`src/rtl/grid_keypad_scanner.sv`:
```
// grid_keypad_scanner
// Scans a 3x3 active-low matrix keypad one column at a time, assembles a
// 9-bit pressed-key frame, debounces whole frames and turns a stable single
// key into a grid code {row+1, col+1} plus a one-cycle key strobe.
// Chords and ghosting (two or more keys) block output until full release.
// Optional build macro: KEYPAD_AUTOREPEAT_EN adds a repeat strobe every
// REPEAT_FRAMES frames while the same key stays held.
module grid_keypad_scanner #(
    parameter int SCAN_DIV       = 50000,
    parameter int DEBOUNCE_SCANS = 4,
    parameter int REPEAT_FRAMES  = 32
) (
    input  logic       clock,
    input  logic       reset,
    input  logic [2:0] row_in,
    output logic [2:0] col_out,
    output logic [3:0] gp_input,
    output logic       input_key,
    output logic       key_held
);

    localparam int SLOT_W = (SCAN_DIV > 1) ? $clog2(SCAN_DIV) : 1;
    localparam logic [SLOT_W-1:0] SLOT_LAST = SLOT_W'(SCAN_DIV - 1);
    localparam int DEB_W = $clog2(DEBOUNCE_SCANS + 1);
    localparam logic [DEB_W-1:0] DEB_FULL = DEB_W'(DEBOUNCE_SCANS);

    generate
        if (SCAN_DIV < 4 || DEBOUNCE_SCANS < 1 || REPEAT_FRAMES < 1) begin : g_bad_params
            $error("grid_keypad_scanner: parameter out of range");
        end
    endgenerate

    typedef enum logic [1:0] {ST_IDLE, ST_HELD, ST_BLOCKED} state_t;

    logic [2:0]        row_meta_reg, row_sync_reg;
    logic [SLOT_W-1:0] slot_cnt_reg;
    logic [1:0]        col_idx_reg;
    logic [8:0]        frame_reg, frame_sample;
    logic              frame_done_reg;
    logic [8:0]        prev_frame_reg;
    logic [DEB_W-1:0]  deb_cnt_reg, deb_cnt_next;
    logic              frame_stable;
    logic              is_none, is_single, is_multi;
    logic [3:0]        code_term [9];
    logic [3:0]        key_code;
    state_t            state_reg, state_next;
    logic [3:0]        gp_input_reg, gp_input_next;
    logic              input_key_reg, input_key_next;
    logic              key_held_reg, key_held_next;

    // Two-flop synchronizer; idle (pulled-up) level after reset.
    always_ff @(posedge clock) begin
        if (reset) begin
            row_meta_reg <= 3'b111;
            row_sync_reg <= 3'b111;
        end else begin
            row_meta_reg <= row_in;
            row_sync_reg <= row_meta_reg;
        end
    end

    // Per-cell sampling and fixed grid code; cell index 0 (top-left) is frame bit 8.
    generate
        for (genvar gi = 0; gi < 9; gi++) begin : g_cell
            localparam int CELL = 8 - gi;
            assign frame_sample[gi] = (col_idx_reg == 2'(CELL % 3)) ? ~row_sync_reg[CELL / 3]
                                                                    : frame_reg[gi];
            assign code_term[gi] = frame_reg[gi] ? {2'(CELL / 3 + 1), 2'(CELL % 3 + 1)} : 4'b0000;
        end
    endgenerate

    // Column scan: drive one column per slot, sample its rows in the last slot cycle.
    always_ff @(posedge clock) begin
        if (reset) begin
            slot_cnt_reg   <= '0;
            col_idx_reg    <= 2'd0;
            frame_reg      <= 9'd0;
            frame_done_reg <= 1'b0;
        end else begin
            frame_done_reg <= 1'b0;
            if (slot_cnt_reg == SLOT_LAST) begin
                slot_cnt_reg   <= '0;
                frame_reg      <= frame_sample;
                col_idx_reg    <= (col_idx_reg == 2'd2) ? 2'd0 : col_idx_reg + 2'd1;
                frame_done_reg <= (col_idx_reg == 2'd2);
            end else begin
                slot_cnt_reg <= slot_cnt_reg + 1'b1;
            end
        end
    end

    assign col_out = ~(3'b001 << col_idx_reg);

    // Frame-level debounce count; the new count decides stability this frame end.
    always_comb begin
        deb_cnt_next = deb_cnt_reg;
        if (frame_reg == prev_frame_reg) begin
            if (deb_cnt_reg != DEB_FULL) deb_cnt_next = deb_cnt_reg + 1'b1;
        end else begin
            deb_cnt_next = DEB_W'(1);
        end
    end

    // Debounce history, updated once per completed frame.
    always_ff @(posedge clock) begin
        if (reset) begin
            prev_frame_reg <= 9'd0;
            deb_cnt_reg    <= '0;
        end else if (frame_done_reg) begin
            prev_frame_reg <= frame_reg;
            deb_cnt_reg    <= deb_cnt_next;
        end
    end

    assign frame_stable = frame_done_reg && (deb_cnt_next == DEB_FULL);

    // Classify the frame and merge the per-cell codes (meaningful only for one key).
    always_comb begin
        key_code = 4'b0000;
        for (int i = 0; i < 9; i++) key_code = key_code | code_term[i];
        is_none   = (frame_reg == 9'd0);
        is_single = !is_none && ((frame_reg & (frame_reg - 9'd1)) == 9'd0);
        is_multi  = !is_none && !is_single;
    end

`ifdef KEYPAD_AUTOREPEAT_EN
    localparam int REP_W = $clog2(REPEAT_FRAMES + 1);
    localparam logic [REP_W-1:0] REP_LAST = REP_W'(REPEAT_FRAMES - 1);
    logic [REP_W-1:0] rep_cnt_reg, rep_cnt_next;

    // Frames spent holding the same key since entering HELD or the last repeat.
    always_ff @(posedge clock) begin
        if (reset) rep_cnt_reg <= '0;
        else       rep_cnt_reg <= rep_cnt_next;
    end
`endif

    // FSM state register.
    always_ff @(posedge clock) begin
        if (reset) state_reg <= ST_IDLE;
        else       state_reg <= state_next;
    end

    // FSM next state; moves only on a stable frame.
    always_comb begin
        state_next = state_reg;
        if (frame_stable) begin
            case (state_reg)
                ST_IDLE: begin
                    if (is_single)     state_next = ST_HELD;
                    else if (is_multi) state_next = ST_BLOCKED;
                end
                ST_HELD: begin
                    if (is_none)                                       state_next = ST_IDLE;
                    else if (!(is_single && key_code == gp_input_reg)) state_next = ST_BLOCKED;
                end
                ST_BLOCKED: begin
                    if (is_none) state_next = ST_IDLE;
                end
                default: state_next = ST_IDLE;
            endcase
        end
    end

    // FSM outputs: code, strobe and held flag, registered for clean board-level timing.
    always_comb begin
        gp_input_next  = gp_input_reg;
        input_key_next = 1'b0;
        key_held_next  = key_held_reg;
`ifdef KEYPAD_AUTOREPEAT_EN
        rep_cnt_next   = rep_cnt_reg;
`endif
        if (frame_stable) begin
            case (state_reg)
                ST_IDLE: begin
                    if (is_single) begin
                        gp_input_next  = key_code;
                        input_key_next = 1'b1;
                        key_held_next  = 1'b1;
`ifdef KEYPAD_AUTOREPEAT_EN
                        rep_cnt_next   = '0;
`endif
                    end
                end
                ST_HELD: begin
                    if (is_single && key_code == gp_input_reg) begin
`ifdef KEYPAD_AUTOREPEAT_EN
                        if (rep_cnt_reg == REP_LAST) begin
                            input_key_next = 1'b1;
                            rep_cnt_next   = '0;
                        end else begin
                            rep_cnt_next = rep_cnt_reg + 1'b1;
                        end
`endif
                    end else begin
                        gp_input_next = 4'b0000;
                        key_held_next = 1'b0;
`ifdef KEYPAD_AUTOREPEAT_EN
                        rep_cnt_next  = '0;
`endif
                    end
                end
                default: begin
                    gp_input_next = 4'b0000;
                    key_held_next = 1'b0;
                end
            endcase
        end
    end

    // Output registers.
    always_ff @(posedge clock) begin
        if (reset) begin
            gp_input_reg  <= 4'b0000;
            input_key_reg <= 1'b0;
            key_held_reg  <= 1'b0;
        end else begin
            gp_input_reg  <= gp_input_next;
            input_key_reg <= input_key_next;
            key_held_reg  <= key_held_next;
        end
    end

    assign gp_input  = gp_input_reg;
    assign input_key = input_key_reg;
    assign key_held  = key_held_reg;

endmodule

```
`config.mk`:
```
export PLATFORM = sky130hd
export DESIGN_NAME = grid_keypad_scanner
export DESIGN_NICKNAME = d
export VERILOG_FILES = /design/src/rtl/grid_keypad_scanner.sv
export SDC_FILE = /design/constraint.sdc
export NUM_CORES = 1
export LEC_CHECK = 0
export ABC_CLOCK_PERIOD_IN_PS = 4550
export CORE_MARGIN = 5
export CORE_UTILIZATION = 45
export CTS_CLUSTER_SIZE = 24
export DETAILED_ROUTE_END_ITERATION = 8
export PLACE_DENSITY_LB_ADDON = 0.12
export SLEW_MARGIN = 25
export SYNTH_ARGS = -nofsm -noshare
export SYNTH_HDL_FRONTEND = slang
export SYNTH_SLANG_ARGS = --single-unit
```
`constraint.sdc`:
```
create_clock -name clock -period 4.55 [get_ports clock]
set_clock_uncertainty 0.15 [all_clocks]
set_input_delay 0.455 -clock clock [delete_from_list [all_inputs] [get_ports clock]]
set_output_delay 0.455 -clock clock [all_outputs]
set_load 0.005 [all_outputs]
```
==> out/summary.txt <==
status -> completed
FMAX -> 0.380 GHz
Worst Path Arrival -> 2.67 ns
synthesized net count -> 292
drt wl/cell -> 13.2 µm
final core utilization -> 50.5%
fin crit period -> 2.63 ns
Crit-path slowest cell -> nor4_1
vias in the first global route -> 1782
RePlAce Congestion -> 0.779
Fin. Hold Viols -> 0
#FFs+latches synth -> 54
share of layout cells above drive strength 1 -> 7.27%
first-pass GRT wire length -> 8.33 mm
Hold WC Path Type -> reg -> reg
CP top delay family -> simple AND/OR/NAND/NOR gates
Peak VDD IR -> 0.163 mV
I/O pin cnt -> 14
Worst path depth -> 6
ANT cells -> 0
Post-synth ARST share -> 0%
Critical Path Source Type -> register
Avg Synthesized Cell Area -> 8.78 µm²
Die Height -> 84.5 µm
DR vias/cell -> 5.33
Synth Flop Type -> dfxtp_1
port bufs -> 13
Die Area -> 7130 µm²
post-route cell area -> 2750 µm²
Die W -> 84.5 µm
initial antenna violation count -> 0
max reg flops -> 16
DRT antenna net count -> 0
RSZ-0062 raised after global routing -> false
TNS Setup -> 0 ns
Initial Utilization -> 45.9%
Clock transition at path regs -> 0.10 ns
Power per Cell Area -> 297 nW/µm²
max-cap violations -> 0
total track usage -> 14.1%
Cells after Synth -> 284
fin nets -> 296
Area growth syn-to-layout -> 10.2%
Fillers -> 533
crit-path cells -> xnor2_1, nand3_1, nor4_1, nand3_1, a221oi_4, o22ai_1
worst-case clock buffer depth -> 2
period utilization -> 57.9%
Final HPWL DP -> 3.41 mm
Vias -> 1924
# resized after CTS -> 0
TritonCTS clock tree -> yes
Core ar. -> 5440 µm²
YS warnings -> 0
WP buf/inv -> 0
Rows -> 27
Largest stage delay, worst path -> 0.75 ns
Seq/Total Area, Yosys -> 43.3%
FF-to-FF path depth -> 6
CP Max Fanout -> 10
Post-Syn Area -> 2490 µm²
overall power -> 818 µW
Post-CTS Setup Repair Bufs -> 0
Hold Buf Count CTS -> 0
Relative slew margins -> 43.3%
Final setup viols -> 0
Hold Path Depth -> 1
maximum number of pins on one net before global-route repair -> 35
DRC viols -> 0
Cell variety after synth -> 45
Pleak -> 0.000958 µW
Critical Path Sink Type -> register
WL final -> 4.76 mm
CTS sink cnt -> 54
H-tree depth reported by CTS -> 2
Register Area -> 1080 µm²
Post-synth EDFFs -> 0
Slew Viols, Final -> 0
total grt overflow -> 0
Crit path required time -> 4.59 ns
Placed Instance Area -> 2640 µm²
CTS buffer count -> 5
Critical Path Most Common Cell -> nand3_1
root buf cell -> clkbuf_8
area of the multi-input gates -> 1300 µm²
later-pin clock latency in the skew report -> 0.30 ns
critical path class -> reg -> reg
worst slew pin tran -> 0.842 ns
Pre-antenna DRT Iters -> 4
initial drt markers -> 122
-- area by class of cell --
class,count,share of cell area [%]
Multi-Input combinational cell,204,47.2
Sequential cell,54,39.3
Timing Repair Buffer,14,5.01
Tap cell,72,3.28
Clock buffer,6,2.64
Clock inverter,2,1.37
Inverter,9,1.23
-- synth_stat cells, drive strengths merged (3+ instances only) --
library cell	instances	area share, %
nor2	50	7.6
and3	9	2.3
nand2	8	1.2
nor4	5	1.3
buf	6	1.7
o22ai	4	1.0
mux2i	9	3.6
nand4	7	1.8
a21oi	9	2.0
nand3	9	1.8
clkbuf	11	1.7
or2	8	2.0
dfxtp	54	43
nor3	13	2.6
inv	9	1.4
xor2	9	3.2
a211oi	11	3.8
ha	3	1.5
xnor2	14	4.9
o21ai	9	1.8
-- report_power, final --
group	internal [µW]	switching, µW	total, µW
Sequential	477	3.24	480
Clock	164	153	318
Combinational	8.81	11.0	19.8
-- layer usage --
layer	part of all wire [%]	global-route usage, %	vias up	routed length, µm
met4	1.6	4.75	0	74
met1	52	20.1	879	2490
li1	-	-	1001	-
met3	4.0	2.45	7	191
met2	42	21.4	37	2010
met5	0	0	-	0
-- cell usage in the layout (no fill, tap or decap), types with 7 or more instances in the layout --
cell,instances
xnor2_1,14
or2_2,8
and3_1,9
a211oi_1,10
nor3_1,13
nand2_1,8
nand4_1,7
xor2_1,9
a21oi_1,8
nor2_1,49
dfxtp_1,54
mux2i_1,9
inv_1,9
nand3_1,9
clkdlybuf4s50_1,13
-- metrics by stage --
step	instances	hold WS, ns	worst slack (ns)
6_report	361	0.273	1.92
3_5_place_dp	353	0.254	1.95
2_1_floorplan	284	0.239	2.16
5_1_grt	361	0.290	1.61
4_1_cts	361	0.278	1.92
3_3_place_gp	353	0.253	2.00
-- final timing paths --
kind	endpoint	slack, ns	startpoint
min reg2reg	row_sync_reg[2]	0.27	row_meta_reg[2]
max	gp_input[2]	1.92	frame_reg[1]
max reg2reg	gp_input[2]	1.92	frame_reg[1]
min	row_sync_reg[2]	0.27	row_meta_reg[2]
-- kinds of logic (layout without fill, tap and decap cells) --
| logic type | after synthesis | count (layout) | share of synthesized area [%] |
|---|---|---|---|
| and+or+nand+nor | 125 | 125 | 25.8 |
| DFF | 54 | 54 | 43.3 |
| AOI/OAI and AO/OA | 43 | 43 | 12.5 |
| buffers and inverters | 26 | 31 | 4.71 |
| xor gates and xnor gates | 23 | 23 | 8.07 |
| muxes | 9 | 9 | 3.61 |
| adders and majority gates | 4 | 4 | 1.91 |
Power figures use the tool's default switching activity.
